### src/rtl/serial_adder_if.sv
// Operand/result bundle for serial_adder; the ovf wire exists only when SERIAL_ADDER_OVF_EN is defined.
interface serial_adder_if #(
    parameter int unsigned WIDTH = 8
);
    logic             start;
    logic [WIDTH-1:0] a;
    logic [WIDTH-1:0] b;
    logic             cin;
    logic             busy;
    logic             done;
    logic [WIDTH-1:0] sum;
    logic             carry;
`ifdef SERIAL_ADDER_OVF_EN
    logic             ovf;

    modport master (output start, a, b, cin, input busy, done, sum, carry, ovf);
    modport slave  (input start, a, b, cin, output busy, done, sum, carry, ovf);
`else
    modport master (output start, a, b, cin, input busy, done, sum, carry);
    modport slave  (input start, a, b, cin, output busy, done, sum, carry);
`endif
endinterface

### src/rtl/serial_adder.sv
// Bit-serial adder: one full-adder cell plus carry flop, LSB first, one bit per clock.
// Optional signed-overflow output enabled by SERIAL_ADDER_OVF_EN.
module serial_adder #(
    parameter int unsigned WIDTH = 8
) (
    input  logic          clk,
    input  logic          rst,
    serial_adder_if.slave bus
);
    localparam int unsigned CNT_W = (WIDTH > 2) ? $clog2(WIDTH) : 1;

    typedef enum logic [1:0] {
        IDLE  = 2'd0,
        SHIFT = 2'd1,
        DONE  = 2'd2
    } state_t;

    state_t           r_state, w_state_nxt;
    logic [WIDTH-1:0] r_a_sh, w_a_sh_nxt;
    logic [WIDTH-1:0] r_b_sh, w_b_sh_nxt;
    logic [WIDTH-1:0] r_res_sh, w_res_sh_nxt;
    logic             r_cf, w_cf_nxt;
    logic [CNT_W-1:0] r_cnt, w_cnt_nxt;
    logic [WIDTH-1:0] r_sum, w_sum_nxt;
    logic             r_carry, w_carry_nxt;
    logic             r_busy, w_busy_nxt;
    logic             r_done, w_done_nxt;
`ifdef SERIAL_ADDER_OVF_EN
    logic             r_ovf, w_ovf_nxt;
`endif

    logic             w_fa_sum;
    logic             w_fa_co;
    logic [WIDTH-1:0] w_res_shift;

    // The single full-adder cell and the result shift (new bit enters at the MSB).
    assign w_fa_sum    = r_a_sh[0] ^ r_b_sh[0] ^ r_cf;
    assign w_fa_co     = (r_a_sh[0] & r_b_sh[0]) | (r_a_sh[0] & r_cf) | (r_b_sh[0] & r_cf);
    assign w_res_shift = (r_res_sh >> 1) | (WIDTH'(w_fa_sum) << (WIDTH - 1));

    always_comb begin
        w_state_nxt  = r_state;
        w_a_sh_nxt   = r_a_sh;
        w_b_sh_nxt   = r_b_sh;
        w_res_sh_nxt = r_res_sh;
        w_cf_nxt     = r_cf;
        w_cnt_nxt    = r_cnt;
        w_sum_nxt    = r_sum;
        w_carry_nxt  = r_carry;
        w_busy_nxt   = r_busy;
        w_done_nxt   = 1'b0;
`ifdef SERIAL_ADDER_OVF_EN
        w_ovf_nxt    = r_ovf;
`endif
        case (r_state)
            IDLE, DONE: begin
                // DONE always leaves after one cycle; a start here chains straight into the next add.
                if (r_state == DONE) w_state_nxt = IDLE;
                if (bus.start) begin
                    w_state_nxt = SHIFT;
                    w_a_sh_nxt  = bus.a;
                    w_b_sh_nxt  = bus.b;
                    w_cf_nxt    = bus.cin;
                    w_cnt_nxt   = '0;
                    w_busy_nxt  = 1'b1;
                end
            end
            SHIFT: begin
                w_a_sh_nxt   = r_a_sh >> 1;
                w_b_sh_nxt   = r_b_sh >> 1;
                w_cf_nxt     = w_fa_co;
                w_res_sh_nxt = w_res_shift;
                w_cnt_nxt    = r_cnt + CNT_W'(1);
                if (r_cnt == CNT_W'(WIDTH - 1)) begin
                    w_state_nxt = DONE;
                    w_sum_nxt   = w_res_shift;
                    w_carry_nxt = w_fa_co;
                    w_busy_nxt  = 1'b0;
                    w_done_nxt  = 1'b1;
`ifdef SERIAL_ADDER_OVF_EN
                    // r_cf is the carry into the MSB, w_fa_co the carry out of it.
                    w_ovf_nxt   = r_cf ^ w_fa_co;
`endif
                end
            end
            default: w_state_nxt = IDLE;
        endcase
    end

    always_ff @(posedge clk) begin
        if (rst) begin
            r_state  <= IDLE;
            r_a_sh   <= '0;
            r_b_sh   <= '0;
            r_res_sh <= '0;
            r_cf     <= 1'b0;
            r_cnt    <= '0;
            r_sum    <= '0;
            r_carry  <= 1'b0;
            r_busy   <= 1'b0;
            r_done   <= 1'b0;
`ifdef SERIAL_ADDER_OVF_EN
            r_ovf    <= 1'b0;
`endif
        end else begin
            r_state  <= w_state_nxt;
            r_a_sh   <= w_a_sh_nxt;
            r_b_sh   <= w_b_sh_nxt;
            r_res_sh <= w_res_sh_nxt;
            r_cf     <= w_cf_nxt;
            r_cnt    <= w_cnt_nxt;
            r_sum    <= w_sum_nxt;
            r_carry  <= w_carry_nxt;
            r_busy   <= w_busy_nxt;
            r_done   <= w_done_nxt;
`ifdef SERIAL_ADDER_OVF_EN
            r_ovf    <= w_ovf_nxt;
`endif
        end
    end

    assign bus.busy  = r_busy;
    assign bus.done  = r_done;
    assign bus.sum   = r_sum;
    assign bus.carry = r_carry;
`ifdef SERIAL_ADDER_OVF_EN
    assign bus.ovf   = r_ovf;
`endif
endmodule

### src/flat_wrapper.sv
// flat-port wrapper written by rule: the top's interface ports become plain ports
module serial_adder_flat 
#(
    parameter int unsigned WIDTH = 8
)
  (clk, rst, bus_start, bus_a, bus_b, bus_cin, bus_busy, bus_done, bus_sum, bus_carry);
  serial_adder_if #(.WIDTH(WIDTH)) bus_i ();
  input  logic clk;
  input  logic rst;
  input wire logic [$bits(bus_i.start)-1:0] bus_start;
  input wire logic [$bits(bus_i.a)-1:0] bus_a;
  input wire logic [$bits(bus_i.b)-1:0] bus_b;
  input wire logic [$bits(bus_i.cin)-1:0] bus_cin;
  output wire logic [$bits(bus_i.busy)-1:0] bus_busy;
  output wire logic [$bits(bus_i.done)-1:0] bus_done;
  output wire logic [$bits(bus_i.sum)-1:0] bus_sum;
  output wire logic [$bits(bus_i.carry)-1:0] bus_carry;
  assign bus_i.start = bus_start;
  assign bus_i.a = bus_a;
  assign bus_i.b = bus_b;
  assign bus_i.cin = bus_cin;
  assign bus_busy = bus_i.busy;
  assign bus_done = bus_i.done;
  assign bus_sum = bus_i.sum;
  assign bus_carry = bus_i.carry;
  serial_adder #(.WIDTH(WIDTH)) u_core (.clk(clk), .rst(rst), .bus(bus_i));
endmodule
### config.mk
export PLATFORM = sky130hd
export DESIGN_NAME = serial_adder_flat
export DESIGN_NICKNAME = d
export VERILOG_FILES = /design/src/rtl/serial_adder_if.sv /design/src/rtl/serial_adder.sv /design/src/flat_wrapper.sv
export SDC_FILE = /design/constraint.sdc
export NUM_CORES = 1
export LEC_CHECK = 0
export BUFFER_PORTS_ARGS = -buffer_cell sky130_fd_sc_hd__buf_4
export CAP_MARGIN = 0
export CORE_ASPECT_RATIO = 1.2
export CORE_MARGIN = 10
export CORE_UTILIZATION = 55
export CTS_BUF_LIST = sky130_fd_sc_hd__clkbuf_8
export CTS_CLUSTER_SIZE = 12
export DETAILED_ROUTE_END_ITERATION = 10
export HOLD_SLACK_MARGIN = 0.15
export PLACE_DENSITY = 0.78
export SLEW_MARGIN = 20
export SYNTH_ARGS = -nofsm -noshare
export SYNTH_HDL_FRONTEND = slang
export SYNTH_SLANG_ARGS = --single-unit
### constraint.sdc
create_clock -name clk -period 1.8 [get_ports clk]
set_clock_uncertainty 0.05 [all_clocks]
set_input_delay 0.36 -clock clk [delete_from_list [all_inputs] [get_ports clk]]
set_output_delay 0.36 -clock clk [all_outputs]
set_load 0.05 [all_outputs]
== After elaboration in Yosys (flattened, before gate mapping) ==
Index checks and enable logic that the tools add are counted.

* Bitwise logic cells: 9
* Equal/unequal tests: 6
* Add/subtract/negate cells: 1
* Reduce and logical (&&, ||, !) cells: 8
* Muxes and demuxes: 16

{| class="wikitable"
|+ Operators with widths
! cell !! count
|-
| one-hot mux 8 bit (2 select lines) || 2
|-
| 2-to-1 mux 8 bit || 2
|-
| bitwise OR 7 x 8 -> 8 bit || 1
|-
| 2-to-1 mux 2 bit || 3
|-
| one-hot mux 3 bit (2 select lines) || 1
|-
| AND reduction 2 bit || 3
|-
| 2-to-1 mux 1 bit || 4
|-
| one-hot mux 1 bit (2 select lines) || 2
|-
| one-hot mux 2 bit (2 select lines) || 1
|-
| OR reduction 2 bit || 2
|-
| adder 3 x 1 -> 3 bit (second input constant) || 1
|-
| AND 1 bit || 3
|-
| equality test 3 bit (second input constant) || 1
|-
| 2-to-1 mux 3 bit || 1
|-
| inequality test 3 x 2 -> 1 bit (second input constant) || 1
|-
| AND reduction 3 bit || 1
|-
| equality test 2 x 1 -> 1 bit (second input constant) || 1
|-
| equality test 2 bit (second input constant) || 1
|-
| zero test 2 bit || 1
|-
| inequality test 2 x 1 -> 1 bit (second input constant) || 1
|-
| inequality test 2 bit (second input constant) || 1
|-
| bitwise OR 1 bit || 2
|-
| nonzero test 2 bit || 1
|-
| bitwise XOR 1 bit || 2
|-
| inverter 1 bit || 1
|}

* Bits of input ports: 20
* Output and inout bits: 11
* Logic and storage cells: 50
* Register bits: 41

== Depth between registers and ports, before layout ==
Gate-level depths: netlist of the first run.

* Depth after elaboration: 4
* Mapped depth: 6
* Depth with buffers taken out: 5

== Worst setup path before layout of the first run ==
OpenSTA, ideal clock, no wires.

* Kind: register -> register
* Start point: register u_core.r_cnt[0]
* End point: register u_core.r_sum[6] (netlist: u_core.bus.sum[6])
* Setup time: 71 ps
* Data required time: 1679 ps
* Arrival time: 1152 ps
* Clock period less this slack: 1273 ps
* Stages on the path, launching flop included: 7
* Path slack: 527 ps
* Path buffers: 1
* Cell sequence: dfxtp_1 -> ha_1 -> ha_1 -> nand3b_1 -> buf_2 -> nand2_1 -> a21oi_1

* Longest elaborated chain between the ends: 2

{| class="wikitable"
|+ RTL lines
! element !! RTL line !! source
|-
| from (decl) || serial_adder.sv:23 || <nowiki>logic [CNT_W-1:0] r_cnt, w_cnt_nxt;</nowiki>
|-
| from (signal assigned) || serial_adder.sv:111 || <nowiki>r_cnt <= w_cnt_nxt;</nowiki>
|-
| equality test 3 bit || serial_adder.sv:74 || <nowiki>if (r_cnt == CNT_W'(WIDTH - 1)) begin</nowiki>
|-
| AND reduction 2 bit (no source line) || - ||
|-
| to (signal assigned) || serial_adder.sv:112 || <nowiki>r_sum <= w_sum_nxt;</nowiki>
|-
| to (decl) || serial_adder.sv:24 || <nowiki>logic [WIDTH-1:0] r_sum, w_sum_nxt;</nowiki>
|}

No other way between the ends.
A chain may end at the register's enable or synchronous reset.

== Worst setup path in the final report of the first run ==
* Start point: register u_core.r_cnt[0]
* End point: register u_core.r_busy (netlist: u_core.bus.busy)

* Longest elaborated chain between the ends: 3

{| class="wikitable"
|+ RTL lines
! element !! RTL line !! source
|-
| equality test 3 bit || serial_adder.sv:74 ||
|-
| inequality test 2 x 1 -> 1 bit (no source line) || - ||
|-
| AND reduction 3 bit (no source line) || - ||
|-
| to (signal assigned) || serial_adder.sv:114 || <nowiki>r_busy <= w_busy_nxt;</nowiki>
|-
| to (decl) || serial_adder.sv:26 || <nowiki>logic r_busy, w_busy_nxt;</nowiki>
|}

No other way between the ends.

==> results of run 1 <==
state kept, by name (all words and copies together) (netlist names):
signal / count
u_core.bus.sum: 8
u_core.r_a_sh: 8
u_core.r_b_sh: 8
u_core.r_res_sh: 7
u_core.r_cnt: 3
u_core.r_state: 2
u_core.bus.busy: 1
u_core.bus.carry: 1
u_core.bus.done: 1
u_core.r_cf: 1
through the flow:
stage,instance area [um^2],std cells,total power [uW]
after floorplan,1620,194,1130
after global placement,1790,245,1170
after detailed placement,1790,245,1180
after CTS,1920,253,1960
after global routing,1920,253,2040
final,1920,253,1940
area by class of cell:
class	instances	area share, %
Multi-Input combinational cell	137	36.2
Clock buffer	7	5.02
Clock inverter	1	1.56
Timing Repair Buffer	34	13.3
Tap cell	34	2.21
Sequential cell	40	41.7
kinds of logic (layout without fill, tap and decap cells):
family                     count (synthesis)  in the layout  share of synthesized area [%]
and+or+nand+nor                           96             96                           24.8
DFF                                       40             40                           49.5
AOI/OAI and AO/OA                         38             38                           15.4
adders and majority gates                  3              3                           2.78
buffers and inverters                     17             42                           7.57
per-layer routing:
metal	GRT usage [%]	up-vias	routed length (um)
met5	0	-	0
met4	6.25	0	53
met3	5.22	4	226
met2	22.4	39	1720
met1	14.2	646	1450
li1	-	700	-
tightest hold or removal path: cells and delay by family:
| kind | cells | cell delay (ns) |
|---|---|---|
| AOI/OAI and AO/OA | 1 | 0.05 |
| buffers and inverters | 1 | 0.10 |
| and+or+nand+nor | 1 | 0.05 |
path summary, 6_finish.rpt:
path,endpoint,cells past startpoint,startpoint
hold / removal,u_core.r_b_sh[7],3,bus_b[7]
setup reg to reg,u_core.bus.busy,5,u_core.r_cnt[0]
setup / recovery,u_core.bus.busy,5,u_core.r_cnt[0]
hold reg to reg,u_core.bus.sum[3],2,u_core.bus.sum[3]
report_power, final:
part	internal, uW	switching (uW)
Sequential	930	27.1
Clock	489	296
Combinational	82.8	116
Total	1500	438
cell usage in the layout (no fill, tap or decap), types with 2 or more instances in the layout:
master / instances
a21oi_1: 22
nand2b_1: 2
nand2_1: 57
nand3_1: 14
a311oi_1: 15
ha_1: 2
nor2_1: 19
buf_4: 34
dfxtp_1: 40
clkbuf_8: 7
==> flow_summary_export.csv, run 1 <==
group,metric,value,unit
logic_synthesis,synth_edf_count,0,
logic_synthesis,yosysTopAreaCellShare,49.5,%
logic_synthesis,synth_flop_cell,"dfxtp_1",
sta,worst_pin_slew,0.421,ns
cells_and_area,area_growth,18.6,%
die,fp.coreArea,2810,um^2
critical_path,reg2reg_slack,0.31,ns
cells_and_area,fill_cells,246,
die,rows,21,
sta,period_share,83.0,%
sta,fin_setup_tns,0,ns
detailed_routing,wl_per_cell,13.6,um
cells_and_area,layout.area.seq,801,um^2
sta,finalSetupViolations,0,
detailed_routing,initialDrtViolationCount,85,
logic_synthesis,synth_common_cells,"nand2_1, dfxtp_1, a21oi_1, nor2_1, a311oi_1",
place,hpwlAfterDp,2.37,mm
logic_synthesis,yosys_warnings,0,
critical_path,crit_family,"simple AND/OR/NAND/NOR gates",
logic_synthesis,avgSynthCellArea,8.35,um^2
cells_and_area,drive_gt1_share,20.5,%
logic_synthesis,ys_seq_area_share,49.5,%
sta,worst_slack,0.306,ns
detailed_routing,wl,3.44,mm
clocking,cts_hold_buf,0,
place,dpl_worst_slack,0.349,ns
logic_synthesis,syn_inst,194,
detailed_routing,num_vias,1389,
power_and_ir_drop,p_per_area,1010,nW/um^2
detailed_routing,antenna_left,0,
grt,grt_pass1_vias,1421,
cells_and_area,multi_input_area,696,um^2
sta,holdWs,0.264,ns
logic_synthesis,yosysMostFrequentCell,"nand2_1",
clocking,clkLatencyLatePin,0.29,ns
power_and_ir_drop,ir_worst_vdd,914,uV
logic_synthesis,synth_top_area_cell,"dfxtp_1",
clocking,post_cts_buffers,0,
detailed_routing,dr.pass1.iters,5,
power_and_ir_drop,power_leakage,0.000769,uW
cells_and_area,nNetsFinal,241,
die,die_h,79.4,um
outcome,status,"completed",
cells_and_area,diodes,0,
min_path,hold_path_class,"in -> reg",
logic_synthesis,synth_area,1620,um^2
grt,grt_max_degree,41,
sta,finalHoldViolCount,0,
detailed_routing,drcViolationCount,0,
critical_path,cp.required,1.91,ns
grt,overflow,0,
critical_path,path_max_fanout,12,
clocking,cts_tree,"built",
clocking,cts_num_sinks,40,
grt,grt_pass1_wl,6.13,mm
critical_path,cpPeakStageDelay,0.36,ns
logic_synthesis,synth_nets,217,
grt,grt_usage,13.2,%
clocking,cts_root_buf,"clkbuf_8",
critical_path,crit_type,"reg -> reg",
detailed_routing,viasPerCell,5.49,
logic_synthesis,ys_ff_latch,40,
die,start_util,57.6,%
clocking,cts-resized-gates,0,
logic_synthesis,synth.area.top_cells,"dfxtp_1, nand2_1, a311oi_1",
place,io_buffers,30,
critical_path,cp-end-kind,"register",
critical_path,path_cells,"ha_1 > ha_1 > nand3b_1 > a21oi_1 > nor2_1",
run,max_cap_viol_count,0,
die,ioPinCount,31,
logic_synthesis,ys_types,19,
critical_path,critPathLaunchType,"register",
sta,rsz0062_at_grt,"false",
grt,antenna_found_initial,0,
place,gp_congestion,0.697,
cells_and_area,fin_util,68.3,%
logic_synthesis,synth-async-reset-ratio,0,%
sta,min_period,1.49,ns
critical_path,arrival,1.61,ns
sta,slew_violations,0,
clocking,path_clk_slew,0.07,ns
critical_path,crit_top_cell,"ha_1",
clocking,htreeDepth,2,
sta,max_freq,669,MHz
die,die_w,69.5,um
sta,slew_headroom,71.9,%
critical_path,crit_buf_inv,0,
clocking,cts_made_buffers,5,
die,die-area,5520,um^2
critical_path,slowest_stage,"dfxtp_1",
clocking,cts_max_path_buffers,2,
Power figures use the tool's default switching activity.
==> run 2: changes to the inputs <==
ABC_AREA = 1   (was not set)
PLACE_DENSITY = 0.77   (was 0.78)
clock period = 1.5 ns   (was 1.8 ns; I/O delays follow)
==> run 2 against run 1 <==
  * Total power grew 28%
  * Fmax grew 12%
  * Hold slack lost 0.095 ns
  * Clock-buffer cell count shrank 2
  * Highest routed layer unchanged
  * Register-to-register slack lost 0.14 ns
  * Via count grew 19%
  * Core utilization shrank 1.3 points
  * Non-clock buffer count grew 5
  * Die area grew 14%
  * Synthesized cell count grew 32%
  * Largest cell class is now multi-input gates
  * Global-route usage grew 0.44 points
  * Largest power group unchanged
  * Critical path type unchanged
  * Clock power grew 15%
==> flow_summary_export.csv, run 2 <==
group,metric,value,unit
sta,worst_pin_slew,0.378,ns
outcome,status,"completed",
die,die-area,6270,um^2
logic_synthesis,synth_flop_cell,"dfxtp_1",
logic_synthesis,avgSynthCellArea,7.52,um^2
die,die_w,74.0,um
critical_path,cp-startpoint,"u_core.r_cnt[0]",
die,die_h,84.8,um
sta,worst_slack,0.162,ns
grt,overflow,0,
cells_and_area,final_common_cell,"nand2_1",
cells_and_area,diodes,0,
logic_synthesis,yosys_warnings,0,
die,start_util,57.2,%
logic_synthesis,syn_inst,256,
grt,antenna_found_initial,0,
detailed_routing,drcViolationCount,0,
sta,rsz0062_at_grt,"false",
die,rows,23,
detailed_routing,initialDrtViolationCount,130,
cells_and_area,fill_cells,293,
critical_path,cp.required,1.65,ns
clocking,cts_num_sinks,40,
place,io_buffers,30,
grt,grt_pass1_vias,1643,
grt,grt_pass1_wl,7.07,mm
logic_synthesis,synth_area,1920,um^2
min_path,hold_path_class,"in -> reg",
place,hpwlAfterDp,2.79,mm
logic_synthesis,yosysTopAreaCellShare,41.6,%
critical_path,crit_buf_inv,0,
run,max_cap_viol_count,0,
min_path,min-delay-start,"bus_a[3]",
detailed_routing,dr.pass1.iters,4,
detailed_routing,num_vias,1654,
critical_path,crit_top_cell,"ha_1",
logic_synthesis,synth_edf_count,0,
sta,fin_setup_tns,0,ns
critical_path,r2r_end,"u_core.bus.sum[0]",
critical_path,cp_num_cells,5,
sta,slew_headroom,74.8,%
logic_synthesis,ys_seq_area_share,41.6,%
sta,max_freq,747,MHz
logic_synthesis,ys_types,23,
clocking,cts_hold_buf,0,
cells_and_area,area_growth,17.2,%
cells_and_area,mostFrequentLayoutCells,"nand2_1, nand3_1, dfxtp_1",
place,gp_congestion,0.781,
detailed_routing,wl,3.94,mm
detailed_routing,wl_per_cell,12.2,um
logic_synthesis,synth_common_cells,"nand2_1, dfxtp_1, nand3_1, inv_1, nor2_1",
clocking,cts_made_buffers,5,
critical_path,slowest_stage,"ha_1",
critical_path,r2r_cells,5,
detailed_routing,viasPerCell,5.14,
critical_path,crit_path_end,"u_core.bus.sum[0]",
critical_path,cp-end-kind,"register",
clocking,cts_max_path_buffers,2,
clocking,cts_tree,"built",
critical_path,path_cells,"ha_1 > ha_1 > nand2_4 > nand2_1 > a21oi_1",
critical_path,reg2reg_slack,0.16,ns
power_and_ir_drop,p_per_area,1100,nW/um^2
logic_synthesis,synth.area.top_cells,"dfxtp_1, nand3_1, nand2_1",
die,fp.coreArea,3370,um^2
critical_path,critPathLaunchType,"register",
cells_and_area,drive_gt1_share,23.2,%
sta,finalSetupViolations,0,
logic_synthesis,synth_top_area_cell,"dfxtp_1",
logic_synthesis,synth-async-reset-ratio,0,%
clocking,cts-resized-gates,0,
critical_path,cpPeakStageDelay,0.38,ns
power_and_ir_drop,power_leakage,0.00111,uW
critical_path,crit_family,"adder cells",
grt,grt_max_degree,25,
clocking,path_clk_slew,0.09,ns
cells_and_area,nNetsFinal,307,
sta,min_period,1.34,ns
sta,slew_violations,0,
critical_path,arrival,1.49,ns
sta,period_share,89.2,%
clocking,clkLatencyLatePin,0.31,ns
die,ioPinCount,31,
logic_synthesis,ys_ff_latch,40,
power_and_ir_drop,ir_worst_vdd,835,uV
place,dpl_worst_slack,0.159,ns
logic_synthesis,synth_nets,279,
detailed_routing,antenna_left,0,
logic_synthesis,yosysMostFrequentCell,"nand2_1",
critical_path,r2r_start,"u_core.r_cnt[0]",
critical_path,crit_type,"reg -> reg",
clocking,htreeDepth,2,
clocking,post_cts_buffers,0,
grt,grt_usage,13.7,%
sta,finalHoldViolCount,0,
critical_path,path_max_fanout,10,
clocking,cts_root_buf,"clkbuf_8",
run 2: cells by family (layout without fill, tap and decap cells):
family	count (synthesis)	after routing	synth area share [%]
adders and majority gates	3	3	2.34
buffers and inverters	56	85	15.3
AOI/OAI and AO/OA	24	24	6.24
and+or+nand+nor	133	133	34.5
DFF	40	40	41.6
run 2: power breakdown:
group | switching [uW] | internal, uW
Sequential | 34.0 | 1130
Clock | 404 | 501
Combinational | 233 | 171
run 2: metrics by stage:
stage | total power, uW | hold slack, ns | instances | cell area (um^2) | utilization, %
after floorplan | 1500 | 0.378 | 256 | 1920 | -
after detailed placement | 1600 | 0.400 | 314 | 2140 | 63.5
after global placement | 1580 | 0.397 | 314 | 2140 | 63.5
after CTS | 2500 | 0.163 | 322 | 2250 | 67.0
final | 2480 | 0.169 | 322 | 2250 | 67.0
after global routing | 2610 | 0.176 | 322 | 2250 | 67.0
run 2: cell type report:
cell class	count	area (um^2)	share of cell area [%]
tap	37	46.3	2.05
sequential	40	801	35.5
timing repair buffer	39	318	14.1
clock inverter	3	47.5	2.11
multi-input combinational	160	828	36.7
clock buffer	5	68.8	3.05
inverter	38	145	6.44
run 2: worst min path at each step:
stage / end / slack, ns / cells past startpoint
2_1_floorplan: u_core.r_cnt[0] / 0.38 / 1
3_3_place_gp: u_core.r_cnt[0] / 0.40 / 1
3_5_place_dp: u_core.r_cnt[0] / 0.40 / 1
4_1_cts: u_core.r_a_sh[3] / 0.16 / 3
5_1_grt: u_core.r_a_sh[6] / 0.18 / 3
6_report: u_core.r_a_sh[3] / 0.17 / 3
run 2: worst reg2reg max path, delay by kind of cell, from the launching register on:
family	cells	cell delay, ns
DFF	1	0.35
and+or+nand+nor	2	0.26
AOI/OAI and AO/OA	1	0.06
adders and majority gates	2	0.53
run 2: layer usage:
metal | part of all wire, % | GRT usage, % | up-vias
li1 | - | - | 862
met1 | 44 | 16.0 | 740
met2 | 47 | 21.5 | 47
met3 | 7.4 | 5.42 | 5
met4 | 1.3 | 5.43 | 0
met5 | 0 | 0 | -
